--- config.mk ---
export PLATFORM = sky130hd
export DESIGN_NAME = colisor_tiro
export DESIGN_NICKNAME = d
export VERILOG_FILES = /design/src/rtl/colisor_tiro.sv
export SDC_FILE = /design/constraint.sdc
export NUM_CORES = 1
export LEC_CHECK = 0
export BUFFER_PORTS_ARGS = -buffer_cell sky130_fd_sc_hd__buf_4
export CORE_MARGIN = 3
export CORE_UTILIZATION = 54
export CTS_CLUSTER_DIAMETER = 30
export DETAILED_ROUTE_END_ITERATION = 8
export MAX_ROUTING_LAYER = met4
export PLACE_DENSITY = 0.88
export SLEW_MARGIN = 0
export SYNTH_ARGS = -nofsm -noshare
export SYNTH_HDL_FRONTEND = slang
export SYNTH_SLANG_ARGS = --single-unit
export TNS_END_PERCENT = 30
--- constraint.sdc ---
create_clock -name clk -period 6.9 [get_ports clk]
set_input_delay 1.035 -clock clk [delete_from_list [all_inputs] [get_ports clk]]
set_output_delay 1.035 -clock clk [all_outputs]
set_load 0.05 [all_outputs]
--- src/rtl/colisor_tiro.sv ---
// colisor_tiro: resolves one shot against a board row held in external memory.
// It requests the collision slot, reads the row, classifies the target cell,
// writes back the updated row and keeps per-board hit counts for end of game.
module colisor_tiro #(
    parameter int unsigned GRANT_WAIT    = 3,
    parameter int unsigned READ_LAT      = 2,
    parameter int unsigned NAVIO_CELULAS = 17
) (
    input  logic        clk,
    input  logic        resetGeral,
    input  logic        tiro_valido,
    input  logic        tiro_jogador,
    input  logic [4:0]  tiro_linha,
    input  logic [4:0]  tiro_coluna,
    input  logic [63:0] dataReadColisor,
    output logic        readyColisor,
    output logic        jogadorColisor,
    output logic [4:0]  colisor_addr,
    output logic [63:0] colisor_data,
    output logic        colisor_wrep1,
    output logic        colisor_wrep2,
    output logic        ocupado,
    output logic        erro_ocupado,
    output logic        resultado_valido,
    output logic        resultado_acerto,
    output logic        resultado_repetido,
    output logic [7:0]  acertos_p1,
    output logic [7:0]  acertos_p2,
    output logic        fim_jogo,
    output logic        vencedor
);

    localparam int unsigned MAXW = (GRANT_WAIT > READ_LAT) ? GRANT_WAIT : READ_LAT;
    localparam int unsigned CW   = (MAXW > 1) ? $clog2(MAXW) : 1;

    typedef enum logic [2:0] {
        S_IDLE  = 3'd0,
        S_REQ   = 3'd1,
        S_READ  = 3'd2,
        S_EVAL  = 3'd3,
        S_WRITE = 3'd4,
        S_DONE  = 3'd5
    } state_t;

    state_t        state_q;
    logic [CW-1:0] cnt_q;
    logic [4:0]    col_q;
    logic [63:0]   linha_reg_q;
    logic          acerto_q;
    logic          ready_q, jog_q, wrep1_q, wrep2_q, ocupado_q, valido_q;
    logic          res_acerto_q, res_rep_q, fim_q, venc_q;
    logic [4:0]    addr_q;
    logic [63:0]   data_q;
    logic [7:0]    p1_q, p2_q;

    logic [5:0]    sh_c;
    logic [1:0]    cell_c;
    logic [63:0]   data_d;
    logic [7:0]    p1_d, p2_d;

    // Target cell extraction, updated row and saturating next hit counts
    always_comb begin
        sh_c   = {col_q, 1'b0};
        cell_c = 2'(linha_reg_q >> sh_c);
        data_d = (linha_reg_q & ~(64'h3 << sh_c)) | (64'({1'b1, cell_c[0]}) << sh_c);
        p1_d   = (p1_q == 8'hFF) ? 8'hFF : p1_q + 8'd1;
        p2_d   = (p2_q == 8'hFF) ? 8'hFF : p2_q + 8'd1;
    end

    // Shot sequencing FSM with registered outputs and hit bookkeeping
    always_ff @(posedge clk or posedge resetGeral) begin
        if (resetGeral) begin
            state_q      <= S_IDLE;
            cnt_q        <= '0;
            col_q        <= '0;
            linha_reg_q  <= '0;
            acerto_q     <= 1'b0;
            ready_q      <= 1'b0;
            jog_q        <= 1'b0;
            addr_q       <= '0;
            data_q       <= '0;
            wrep1_q      <= 1'b0;
            wrep2_q      <= 1'b0;
            ocupado_q    <= 1'b0;
            valido_q     <= 1'b0;
            res_acerto_q <= 1'b0;
            res_rep_q    <= 1'b0;
            p1_q         <= '0;
            p2_q         <= '0;
            fim_q        <= 1'b0;
            venc_q       <= 1'b0;
        end else begin
            valido_q <= 1'b0;
            case (state_q)
                S_IDLE: begin
                    if (tiro_valido && !fim_q) begin
                        jog_q     <= tiro_jogador;
                        addr_q    <= tiro_linha;
                        col_q     <= tiro_coluna;
                        cnt_q     <= '0;
                        ready_q   <= 1'b1;
                        ocupado_q <= 1'b1;
                        state_q   <= S_REQ;
                    end
                end
                S_REQ: begin
                    if (cnt_q == CW'(GRANT_WAIT - 1)) begin
                        cnt_q   <= '0;
                        state_q <= S_READ;
                    end else begin
                        cnt_q <= cnt_q + CW'(1);
                    end
                end
                S_READ: begin
                    if (cnt_q == CW'(READ_LAT - 1)) begin
                        cnt_q       <= '0;
                        linha_reg_q <= dataReadColisor;
                        state_q     <= S_EVAL;
                    end else begin
                        cnt_q <= cnt_q + CW'(1);
                    end
                end
                S_EVAL: begin
                    if (cell_c[1]) begin
                        // Already shot: report repeat and skip the write
                        acerto_q     <= 1'b0;
                        ready_q      <= 1'b0;
                        valido_q     <= 1'b1;
                        res_acerto_q <= 1'b0;
                        res_rep_q    <= 1'b1;
                        state_q      <= S_DONE;
                    end else begin
                        acerto_q <= cell_c[0];
                        data_q   <= data_d;
                        wrep1_q  <= ~jog_q;
                        wrep2_q  <= jog_q;
                        state_q  <= S_WRITE;
                    end
                end
                S_WRITE: begin
                    wrep1_q      <= 1'b0;
                    wrep2_q      <= 1'b0;
                    ready_q      <= 1'b0;
                    valido_q     <= 1'b1;
                    res_acerto_q <= acerto_q;
                    res_rep_q    <= 1'b0;
                    state_q      <= S_DONE;
                end
                S_DONE: begin
                    ocupado_q <= 1'b0;
                    state_q   <= S_IDLE;
                    if (res_acerto_q) begin
                        if (jog_q) begin
                            p2_q <= p2_d;
                            if (p2_d == 8'(NAVIO_CELULAS)) begin
                                fim_q  <= 1'b1;
                                venc_q <= ~jog_q;
                            end
                        end else begin
                            p1_q <= p1_d;
                            if (p1_d == 8'(NAVIO_CELULAS)) begin
                                fim_q  <= 1'b1;
                                venc_q <= ~jog_q;
                            end
                        end
                    end
                end
                default: state_q <= S_IDLE;
            endcase
        end
    end

    // Dropped-shot flag must pulse in the same cycle as the rejected strobe
    assign erro_ocupado       = tiro_valido & ((state_q != S_IDLE) | fim_q);

    assign readyColisor       = ready_q;
    assign jogadorColisor     = jog_q;
    assign colisor_addr       = addr_q;
    assign colisor_data       = data_q;
    assign colisor_wrep1      = wrep1_q;
    assign colisor_wrep2      = wrep2_q;
    assign ocupado            = ocupado_q;
    assign resultado_valido   = valido_q;
    assign resultado_acerto   = res_acerto_q;
    assign resultado_repetido = res_rep_q;
    assign acertos_p1         = p1_q;
    assign acertos_p2         = p2_q;
    assign fim_jogo           = fim_q;
    assign vencedor           = venc_q;

endmodule

==> impl_metrics.csv <==
group,metric,value,unit
layout,fillers,952,
floorplanning,dieArea,15800,µm²
routing,drt_pre_antenna_iters,5,
worst_setup_path,cp_max_fo,52,
clock_tree,h-tree-depth,4,
clock_tree,cts_root_buffer,"clkbuf_16",
routing,vias_per_cell,5.87,
global_routing,antenna_found_initial,0,
sta,final_hold_viol_count,0,
worst_setup_path,end_kind,"register",
worst_setup_path,worstReg2RegStart,"col_q[1]",
floorplanning,start_util,55.6,%
job,drv_cap,0,
worst_setup_path,critical-path-max-stage-delay,1020,ps
worst_setup_path,timing.rr.end,"colisor_data[58]",
worst_setup_path,path_buf_inv,1,
layout,n_antenna_cell,0,
worst_setup_path,reg2reg_slack,2930,ps
sta,period_needed,3970,ps
logic_synthesis,synth_enable_flop_cells,0,
placement,placed_cell_area,9140,µm²
worst_setup_path,path_class,"register to register",
status,status,"finished clean",
clock_tree,max-clock-path-buffers,2,
logic_synthesis,ys_ff_latch,170,
placement,hpwl,13.6,mm
logic_synthesis,synth_top_area_share,54.9,%
logic_synthesis,synthArstFlopShare,100,%
global_routing,grt_usage,25.6,%
clock_tree,clk_pin_slew_worst_paths,60,ps
floorplanning,num_rows,43,
clock_tree,cts_tree,"yes",
worst_setup_path,worstPathArrival,4280,ps
floorplanning,core,13900,µm²
worst_setup_path,crit_slowest_cell,"dfrtp_1",
sta,fin_ws,2930,ps
logic_synthesis,synth_compound_area_share,7.56,%
layout,area_growth,26.1,%
clock_tree,cts_buffers,17,
worst_setup_path,critPathTopFamily,"compound AO/OA/AOI/OAI gates",
sta,rsz0062_at_grt,"false",
logic_synthesis,synth_top_family_by_area,"multiplexers",
sta,setup_viol,0,
worst_setup_path,worstRegToRegCells,6,
worst_setup_path,timing.critical_path.from,"col_q[1]",
worst_hold_path,min-delay-start,"vencedor",
routing,vias,5652,
floorplanning,die_x,126,µm
logic_synthesis,synth_area,7750,µm²
worst_hold_path,min_to,"vencedor",
routing,drcViolationCount,0,
layout,register_area,4260,µm²
placement,dp_slack,2970,ps
routing,antenna_left,0,
logic_synthesis,ys_top_cells_by_count,"dfrtp_1 (170), mux2_2 (101), mux2i_1 (49), a21oi_1 (42), inv_1 (38)",
sta,period_share,57.6,%
logic_synthesis,synth_nets,693,
worst_hold_path,hp-class,"register to register",
sta,finClkSkew,6.53,ps
sta,slew_headroom,31.7,%
logic_synthesis,synth_area_leaders,"dfrtp_1 (55%), mux2_2 (15%), mux2i_1 (6.3%)",
clock_tree,postCtsSetupRepairBufs,0,
logic_synthesis,syn_area_per_cell,12.6,µm²
sta,hold_slack,502,ps
routing,totalWireLength,19.4,mm
layout,drive_above_1_share,42.9,%
logic_synthesis,synth_cell_types,50,
routing,drtIter0Drc,539,
layout,final_area,9770,µm²
logic_synthesis,synthXorXnorAreaFrac,0.113,%
worst_setup_path,cp-start-kind,"register",
logic_synthesis,synth_fa_ha_area_share,0.323,%
pwr,power,5.25,mW
clock_tree,worstSkewPairLatency,430,ps
worst_setup_path,required,7210,ps
pwr,power.leakage,4.48,nW
clock_tree,cts_resized,0,
sta,fmax,252,MHz
sta,drv_slew,0,
global_routing,grt_pass1_wl,31.0,mm
logic_synthesis,yosysWarnings,0,
clock_tree,cts_hold_buf,0,
global_routing,grt.overflow.total,0,
global_routing,grt_pass1_vias,5917,
logic_synthesis,ys.flop_type,"dfrtp_1",
logic_synthesis,synth_top_area_cell,"dfrtp_1",
logic_synthesis,netlist_instances,613,
floorplanning,pin_count,174,
placement,portBuffers,173,
routing,avgRoutedWirePerCell,20.1,µm
pwr,ir_drop,0.000357,V
floorplanning,die_h,126,µm
logic_synthesis,ys_seq_area_share,54.9,%
clock_tree,cts_sinks,170,
layout,multi_input_area,3180,µm²
placement,gp_congestion,0.900,
logic_synthesis,synth_mux_area_share,25.8,%
pwr,powerDensity,537,nW/µm²
logic_synthesis,yosysMostFrequentCell,"dfrtp_1",
sta,finalSetupTns,0,ps
layout,fin_nets,850,
worst_setup_path,path_cells,"mux2i_1, nand3_1, a311oi_1, o31a_2, buf_4, mux2_2",
global_routing,grt_max_degree,99,
logic_synthesis,synth-simple-area-share,7.10,%
sta,worst_slew_pin_slew,1020,ps
worst_hold_path,holdPathStages,1,
==> kinds of logic after synthesis <==
kind of cell	after synthesis
AO/OA/AOI/OAI	94
XOR/XNOR	1
adder cells (fa/ha/maj)	2
buffers and inverters	77
flip-flops	170
multiplexers	170
AND/OR/NAND/NOR	99
==> power breakdown <==
part	switching [mW]	internal (mW)
Clock	0.389	0.634
Combinational	1.38	0.949
Sequential	0.464	1.44
Total	2.23	3.02
==> worst max path at each step <==
stage	endpoint	slack [ps]	depth (start not counted)
floorplan	acerto_q	1260	1
global placement	colisor_data[44]	3120	6
detailed placement	colisor_data[58]	2970	6
CTS	colisor_data[58]	2950	6
global route	colisor_data[58]	2640	6
finish	colisor_data[58]	2930	6
==> placed cells by master (no fill, tap or decap), drive strengths merged, types with 3 or more instances in the layout <==
cell type  Yosys  layout
buf           12     177
dfrtp        170     170
mux2         111     111
mux2i         49      49
a21oi         42      42
inv           38      38
clkbuf        27      21
o21ai         17      17
nand2         14      14
nor2          14      14
nor3          13      13
mux4          10      10
nand2b         8       8
nand3          7       7
nor3b          7       7
nor4           6       6
and3           5       5
nand4          5       5
nand3b         5       5
a22oi          5       5
clkinv         0       5
a31oi          4       4
and2           4       4
bufinv         0       4
o31ai          3       3
and4           3       3
nor2b          3       3
a22o           3       3
==> worst reg2reg max path: cells and delay by family (launching register included) <==
family | cells | cell delay (ps)
compound gates | 2 | 1250
buf+inv | 1 | 750
flops | 1 | 1020
mux | 2 | 730
simple gates | 1 | 100
==> metal layers <==
| metal | vias up | wire [µm] | track usage, % |
|---|---|---|---|
| met5 | - | 0 | - |
| met4 | 0 | 545 | 10.7 |
| met3 | 50 | 1330 | 6.36 |
| met2 | 259 | 9700 | 40.5 |
| met1 | 2816 | 7810 | 31.7 |
| li1 | 2527 | - | - |
==> stage by stage <==
stage / util (%) / cells
3_3_place_gp: 65.6 / 931
3_5_place_dp: 65.6 / 931
5_1_grt: 70.1 / 963
4_1_cts: 70.1 / 963
2_1_floorplan: - / 613
6_report: 70.1 / 963
==> flip-flops by register name (all words and copies together) (netlist names), 2 cells and up <==
register      count
acertos_p1        8
acertos_p2        8
cnt_q             2
col_q             5
colisor_addr      5
colisor_data     64
linha_reg_q      64
state_q           3
==> layout make-up <==
cell class                 instances  area share (%)
clock buffer                      21            4.81
clock inverter                    11            1.72
inverter                          38            1.51
multi-input combinational        366            32.5
sequential                       170            43.5
tap                              180            2.30
timing repair buffer             177            13.6
No activity file was read; power rests on OpenSTA's default activity.
